`config.mk`:
```
export PLATFORM = sky130hd
export DESIGN_NAME = output_serializer_n
export DESIGN_NICKNAME = d
export VERILOG_FILES = /design/src/rtl/output_serializer_n.sv
export SDC_FILE = /design/constraint.sdc
export NUM_CORES = 1
export LEC_CHECK = 0
export ABC_AREA = 0
export BUFFER_PORTS_ARGS = -buffer_cell sky130_fd_sc_hd__buf_2
export CORE_ASPECT_RATIO = 1.4
export CORE_UTILIZATION = 53
export CTS_CLUSTER_SIZE = 20
export DETAILED_ROUTE_END_ITERATION = 10
export GPL_ROUTABILITY_DRIVEN = 0
export PLACE_DENSITY = 0.8
export SLEW_MARGIN = 10
export SYNTH_ARGS = -nofsm -noshare
export SYNTH_HDL_FRONTEND = slang
export SYNTH_SLANG_ARGS = --single-unit
export TNS_END_PERCENT = 5
```
`constraint.sdc`:
```
create_clock -name clk -period 2.6 [get_ports clk]
set_input_delay 0.52 -clock clk [delete_from_list [all_inputs] [get_ports clk]]
set_output_delay 0.52 -clock clk [all_outputs]
set_load 0.005 [all_outputs]
```
`src/rtl/output_serializer_n.sv`:
```
// MSB-first word serializer with a one-word skid register and a zero-tail frame terminator.
// Optional parity pin is enabled with `define OUTPUT_PARITY_EN.
module output_serializer_n #(
    parameter int DATA_W   = 4,
    parameter int LANES    = 2,
    parameter int TAIL_LEN = 3,
    parameter int CNT_W    = 12
) (
    input  logic              clk,
    input  logic              reset,
    input  logic [DATA_W-1:0] in,
    input  logic              mode,
    input  logic              validIn,
    output logic              ready,
    output logic [LANES-1:0]  out,
    output logic              validOut,
    output logic              lastOut,
    output logic [CNT_W-1:0]  wordCount
`ifdef OUTPUT_PARITY_EN
    ,
    output logic              parOut
`endif
);

    localparam int SHIFTS   = DATA_W / LANES;
    localparam int TAIL_CYC = TAIL_LEN * SHIFTS;
    localparam int CNT_MAX  = (TAIL_CYC > SHIFTS) ? TAIL_CYC : SHIFTS;
    localparam int CW       = $clog2(CNT_MAX + 1);

    typedef enum logic [1:0] {
        IDLE  = 2'd0,
        SHIFT = 2'd1,
        TAIL  = 2'd2
    } state_t;

    state_t             state_q, state_d;
    logic [DATA_W-1:0]  shift_q, shift_d;
    logic [CW-1:0]      cnt_q, cnt_d;
    logic [CNT_W-1:0]   wordCount_q, wordCount_d;
    logic               holdValid_q, holdValid_d;
    logic [DATA_W-1:0]  holdData_q, holdData_d;
    logic               holdMode_q, holdMode_d;

    logic               shiftFinal;
    logic               tailFinal;
    logic               accept;
    logic               canLoad;
    logic               loadValid;
    logic               loadMode;
    logic [DATA_W-1:0]  loadData;

    assign shiftFinal = (state_q == SHIFT) && (cnt_q == CW'(SHIFTS - 1));
    assign tailFinal  = (state_q == TAIL)  && (cnt_q == CW'(TAIL_CYC - 1));
    assign ready      = !holdValid_q && (state_q != TAIL);
    assign accept     = validIn && ready;
    assign canLoad    = (state_q == IDLE) || shiftFinal;

    // The skid word always has priority over a fresh input when the shifter frees up.
    assign loadValid  = canLoad && (holdValid_q || accept);
    assign loadMode   = holdValid_q ? holdMode_q : mode;
    assign loadData   = holdValid_q ? holdData_q : in;

    always_comb begin
        state_d     = state_q;
        shift_d     = shift_q << LANES;
        cnt_d       = cnt_q + 1'b1;
        wordCount_d = wordCount_q;
        holdValid_d = holdValid_q;
        holdData_d  = holdData_q;
        holdMode_d  = holdMode_q;

        if (accept && !canLoad) begin
            holdValid_d = 1'b1;
            holdData_d  = in;
            holdMode_d  = mode;
        end else if (loadValid && holdValid_q) begin
            holdValid_d = 1'b0;
        end

        if (state_q == IDLE) begin
            cnt_d = '0;
        end

        if (loadValid) begin
            cnt_d = '0;
            if (loadMode) begin
                state_d = TAIL;
                shift_d = '0;
            end else begin
                state_d     = SHIFT;
                shift_d     = loadData;
                wordCount_d = wordCount_q + 1'b1;
            end
        end else if (shiftFinal) begin
            state_d = IDLE;
            shift_d = '0;
            cnt_d   = '0;
        end else if (tailFinal) begin
            state_d     = IDLE;
            shift_d     = '0;
            cnt_d       = '0;
            wordCount_d = '0;
        end
    end

    always_ff @(posedge clk) begin
        if (!reset) begin
            state_q     <= IDLE;
            shift_q     <= '0;
            cnt_q       <= '0;
            wordCount_q <= '0;
            holdValid_q <= 1'b0;
            holdData_q  <= '0;
            holdMode_q  <= 1'b0;
        end else begin
            state_q     <= state_d;
            shift_q     <= shift_d;
            cnt_q       <= cnt_d;
            wordCount_q <= wordCount_d;
            holdValid_q <= holdValid_d;
            holdData_q  <= holdData_d;
            holdMode_q  <= holdMode_d;
        end
    end

    assign validOut  = (state_q != IDLE);
    assign out       = validOut ? shift_q[DATA_W-1 -: LANES] : '0;
    assign lastOut   = tailFinal;
    assign wordCount = wordCount_q;

`ifdef OUTPUT_PARITY_EN
    assign parOut = validOut & (^out);
`else
    // Parity pin is not present in this build.
`endif

endmodule

```
# --- Yosys cells after proc, flatten, opt, wreduce, memory -nomap -nowiden ---
# Index checks and enable logic that the tools add are counted.
word_totals:
  reg_bits: 27
  input_bits: 8
  out_inout_bits: 17
  elab_cells: 52
op_classes:
  n_addsub: 2
  eq_ne: 7
  mux: 17
  bitwise: 1
  n_reduce_logical: 18
op_table:
  columns: ["op", "count"]
  rows:
  - ["$mux W12", 4]
  - ["$mux W4", 5]
  - ["$add A12 B1 Y12 const B", 1]
  - ["$mux W2", 5]
  - ["$logic_and A1 B1 Y1", 7]
  - ["$reduce_bool A2 Y1", 3]
  - ["$reduce_or A5 Y1", 1]
  - ["$ne A2 B2 Y1 const B", 2]
  - ["$add A3 B1 Y3 const B", 1]
  - ["$eq A3 B1 Y1 const B", 1]
  - ["$eq A3 B3 Y1 const B", 1]
  - ["$mux W1", 3]
  - ["$reduce_and A3 Y1", 1]
  - ["$reduce_bool A3 Y1", 1]
  - ["$eq A2 B1 Y1 const B", 1]
  - ["$eq A2 B2 Y1 const B", 1]
  - ["$logic_not A1 Y1", 2]
  - ["$logic_not A2 Y1", 1]
  - ["$logic_or A1 B1 Y1", 2]
  - ["$ne A2 B1 Y1 const B", 1]
  - ["$not A1 Y1", 1]

# --- Logic depth before layout (Yosys ltp) ---
logic_depth:
  ltp_word: 8
  depth_mapped: 7
  ltp_nobuf: 6

# --- Worst setup path before layout ---
# Ideal clock, no wire load.
synth_timing:
  path_kind: "input-to-reg"
  from: "in mode"
  to: "reg wordCount_q[7], in the netlist wordCount[7]"
  setup_time_ns: 0.070
  arrival_ns: 1.886
  required_time_ns: 2.530
  setup_slack_ns: 0.644
  stages: 4
  n_path_buf: 0
  path_cell_list: "or3b_1 a221o_1 or4_1 a21oi_1"
synth_via:
  elab_chain_cells: 3
synth_rtl:
  columns: ["item", "line", "text"]
  rows:
  - ["from (decl)", "12", "input logic mode,"]
  - ["$mux W1", "60", "assign loadMode = holdValid_q ? holdMode_q : mode;"]
  - ["$ne A2 B2 Y1 (no line)", null, null]
  - ["$reduce_and A3 Y1 (no line)", null, null]
  - ["to (signal assigned)", "119", "wordCount_q <= wordCount_d;"]
  - ["to (decl)", "39", "logic [CNT_W-1:0] wordCount_q, wordCount_d;"]
# Every way passes these cells.
# A chain may end at the register's enable or synchronous reset.

# --- Final worst setup path ---
layout_timing:
  from: "reg cnt_q[0]"
  to: "reg wordCount_q[7], in the netlist wordCount[7]"
layout_via:
  elab_chain_cells: 6
  word_cells_on_any_way: 11
  cone_classes: "eq/ne (4); mux (1); reduce/logical (6)"
layout_rtl:
  columns: ["item", "line", "text"]
  rows:
  - ["from (decl)", "38", "logic [CW-1:0] cnt_q, cnt_d;"]
  - ["from (signal assigned)", "118", "cnt_q <= cnt_d;"]
  - ["$eq A3 B1 Y1", "52", "assign shiftFinal = (state_q == SHIFT) && (cnt_q == CW'(SHIFTS - 1));"]
  - ["$logic_and A1 B1 Y1", "52", null]
  - ["$logic_or A1 B1 Y1", "56", "assign canLoad = (state_q == IDLE) || shiftFinal;"]
  - ["$logic_and A1 B1 Y1", "59", "assign loadValid = canLoad && (holdValid_q || accept);"]
  - ["$ne A2 B2 Y1 (no line) (tied with other cells)", null, null]
  - ["$reduce_and A3 Y1 (no line)", null, null]
# Several ways; a longest one is shown, not always the timed one.

==> results.md <==
- Status: finished, violations left
- Failing checks: design-rule violations
- Initial DRT Pass Iterations: 8
- Standard cell area after detailed placement: 1423 sq um
- Post-route cell area: 1449 sq um
- Final core utilization: 0.6506
- Number of inserted filler cells in the final layout: 182
- Reported leakage power: 0.6565 nW
- Achievable Freq: 0.4744 GHz
- DR vias/cell: 6.253
- Chip Width: 43.58 um
- Relative area change from synthesis to final layout: 12.98%
- Average routed wire per standard cell: 14.07 um
- ANT cells: 0
- Cts-stage hold buffer count: 0
- Largest voltage drop on the vdd net: 0.4167 mV
- Row count: 20
- IO Port Bufs: 24
- Clock buffer count from CTS: 3
- Final cycle utilization of the critical path: 0.8107
- Sequential-to-total area share from yosys stat: 0.4215
- Final hold violations: 0
- Ranking of synthesized cells by area: dfxtp_1 42%, mux2i_1 7.0%, o2bb2a_1 3.9%
- CTS sink cnt: 27
- Worst setup path class: reg2reg
- Post-detailed-route DRC marker count: 2
- Count of yosys warnings during synthesis: 0
- H-tree level count: 1
- Gate count after technology mapping: 143
- Via count: 1188
- #FFs+latches synth: 27
- Shortest clock period the worst path allows after layout: 2.108 ns
- Max-capacitance violation count: 0
- Skew final: 0.002681 ns
- Data arrival time of the critical path: 2.37 ns
- Storage element area: 540.5 sq um
- Endpoint required time on the critical path: 2.86 ns
- Boundary Pins: 25
- Max Fanout on Critical Path: 14
- Setup TNS after final layout: 0 ns
- Sort of element at the start of the critical path: flop
- Antenna viol nets, final: 0
- Area of combinational cells with multiple inputs: 696.9 sq um
- Cell at the root of the clock tree: clkbuf_4
- Post-detailed-routing wire length: 2674 um
- Area of the die: 2623 sq um
- Worst Hold Class: in2reg
- Area share of the largest cell type after synthesis: 0.4215
- Global route total overflow: 0
- Post-cts gate resize count: 0
- Post-Synthesis Mean Instance Area: 8.968 sq um
- Commonest cells post-synth: 27 x dfxtp_1, 12 x nand2_1, 12 x nor2_1, 9 x mux2i_1
- Post-Place Cells: 186
- RSZ-0062 raised after global routing: false
- Insertion delay of the later-clocked pin in the worst-skew pair: 0.32 ns
- Worst Max-Slew Pin Slew: 0.7068 ns
- Max-slew violations: 0
- Clock transition at the registers of the reported paths: 0.13 ns
- Setup Viol. Count Final: 0
- Overall global routing resource usage: 0.2273
- Yosys top cell by area: dfxtp_1
- Std-Cell Core Area: 2227 sq um
- Most used standard cell by instance count after synthesis: dfxtp_1
- Drt initial violations: 28
- Element type at the critical path end: flop
- Total power divided by cell area: 488.0 nW/um^2
- Synthesized cell area: 1282 sq um
- Ys flop type: dfxtp_1
- Number of antenna violations at the first check in global routing: 0
- First-pass GRT wire length: 4464 um
- Pin count of the biggest net entering global routing: 15
- Net count after synthesis: 154
- Post-DP HPWL: 2022 um
- Number of enable-type register cells in the synthesized netlist: 0
- Async SR Flop Fraction: 0
- Non-filler instance count after layout: 190
- Ratio of cells with drive above 1 in the final layout: 0.1786
- Nets: 180
- CTS tree: done
- Starting density of the core: 0.5758
- Worst-case clock buffer depth: 2
- Worst relative slew slack: 0.5284
- Number of global-route vias before repair: 1088
- Number of unique standard cell types used by synthesis: 36
- Die outline height: 60.21 um
- Setup Fix Bufs, Post-CTS: 0
==> through the flow <==
step           worst slack, ns  power, mW  hold WS, ns
5_1_grt                 0.3502     0.7484       0.4237
3_3_place_gp            0.3607     0.5368       0.4355
2_1_floorplan           0.6443     0.5096       0.4100
6_report                0.4921     0.7070       0.4425
4_1_cts                 0.5098     0.7122       0.4397
3_5_place_dp            0.2939     0.5409       0.4208
==> path summary, 6_finish.rpt <==
path / slack, ns / endpoint / cells past startpoint / from
setup / recovery: 0.49 / wordCount[7]$_SDFFE_PN0P_ / 5 / cnt_q[0]$_SDFF_PP0_
hold reg to reg: 0.45 / shift_q[2]$_SDFF_PN0_ / 1 / shift_q[0]$_SDFF_PP0_
hold / removal: 0.44 / holdData_q[2]$_SDFFE_PN0P_ / 3 / in[2]
setup reg to reg: 0.49 / wordCount[7]$_SDFFE_PN0P_ / 5 / cnt_q[0]$_SDFF_PP0_
==> worst max-delay path, stage by stage (launching register included) <==
cell and delay, ns:
dfxtp_1 0.40, ha_1 0.24, nand2b_1 0.15, a221o_1 0.55, or4_1 0.56, a21oi_1 0.15
==> routing by layer <==
layer	vias up	routed length, um	track usage
met5	-	0	0
met4	0	68	0.1563
met3	9	76	0.01813
met2	32	1502	0.4179
met1	569	1027	0.2384
li1	578	-	-
==> registers in the layout, summed over array words and instances (netlist names) <==
register / count
holdMode_q: 1
wordCount: 12
cnt_q: 3
holdData_q: 4
shift_q: 4
state_q: 2
holdValid_q: 1
==> cell type report <==
cell class / count / share of cell area
inverters: 6 / 0.01554
well taps: 22 / 0.01900
clock buffers: 4 / 0.01813
flip-flops and latches: 27 / 0.3731
repair buffers: 26 / 0.09326
multi-input cells: 105 / 0.4810
==> cell usage in the layout, fill, tap and decap left out, types with 3 or more instances in the layout <==
cell type and instances:
o21ai_0 5, ha_1 3, nor2_1 12, o2bb2a_1 5
nand3_1 7, clkbuf_4 3, nor3_1 3, and2_1 4
a21o_1 3, inv_1 6, mux2i_1 9, buf_2 24
nand2b_1 5, a21oi_1 7, o2bb2ai_1 3, dfxtp_1 27
nand2_1 12
==> cells by family (layout without fill, tap and decap cells) <==
group	after synthesis	in the layout	synth area share
AO/OA/AOI/OAI	37	37	0.2146
flip-flops	27	27	0.4215
multiplexers	9	9	0.07025
AND/OR/NAND/NOR	55	55	0.2224
buffers and inverters	11	36	0.03512
adder cells (fa/ha/maj)	3	3	0.02927
XOR/XNOR	1	1	0.006831
==> power by group <==
| group | leakage [nW] | switching, mW | total, mW | internal, mW |
|---|---|---|---|---|
| logic | 0.423 | 0.0504 | 0.0895 | 0.0391 |
| clock network | 0.0150 | 0.115 | 0.175 | 0.0600 |
| registers | 0.219 | 0.0159 | 0.443 | 0.427 |
| total | 0.657 | 0.181 | 0.707 | 0.526 |
Power figures use the tool's default switching activity.
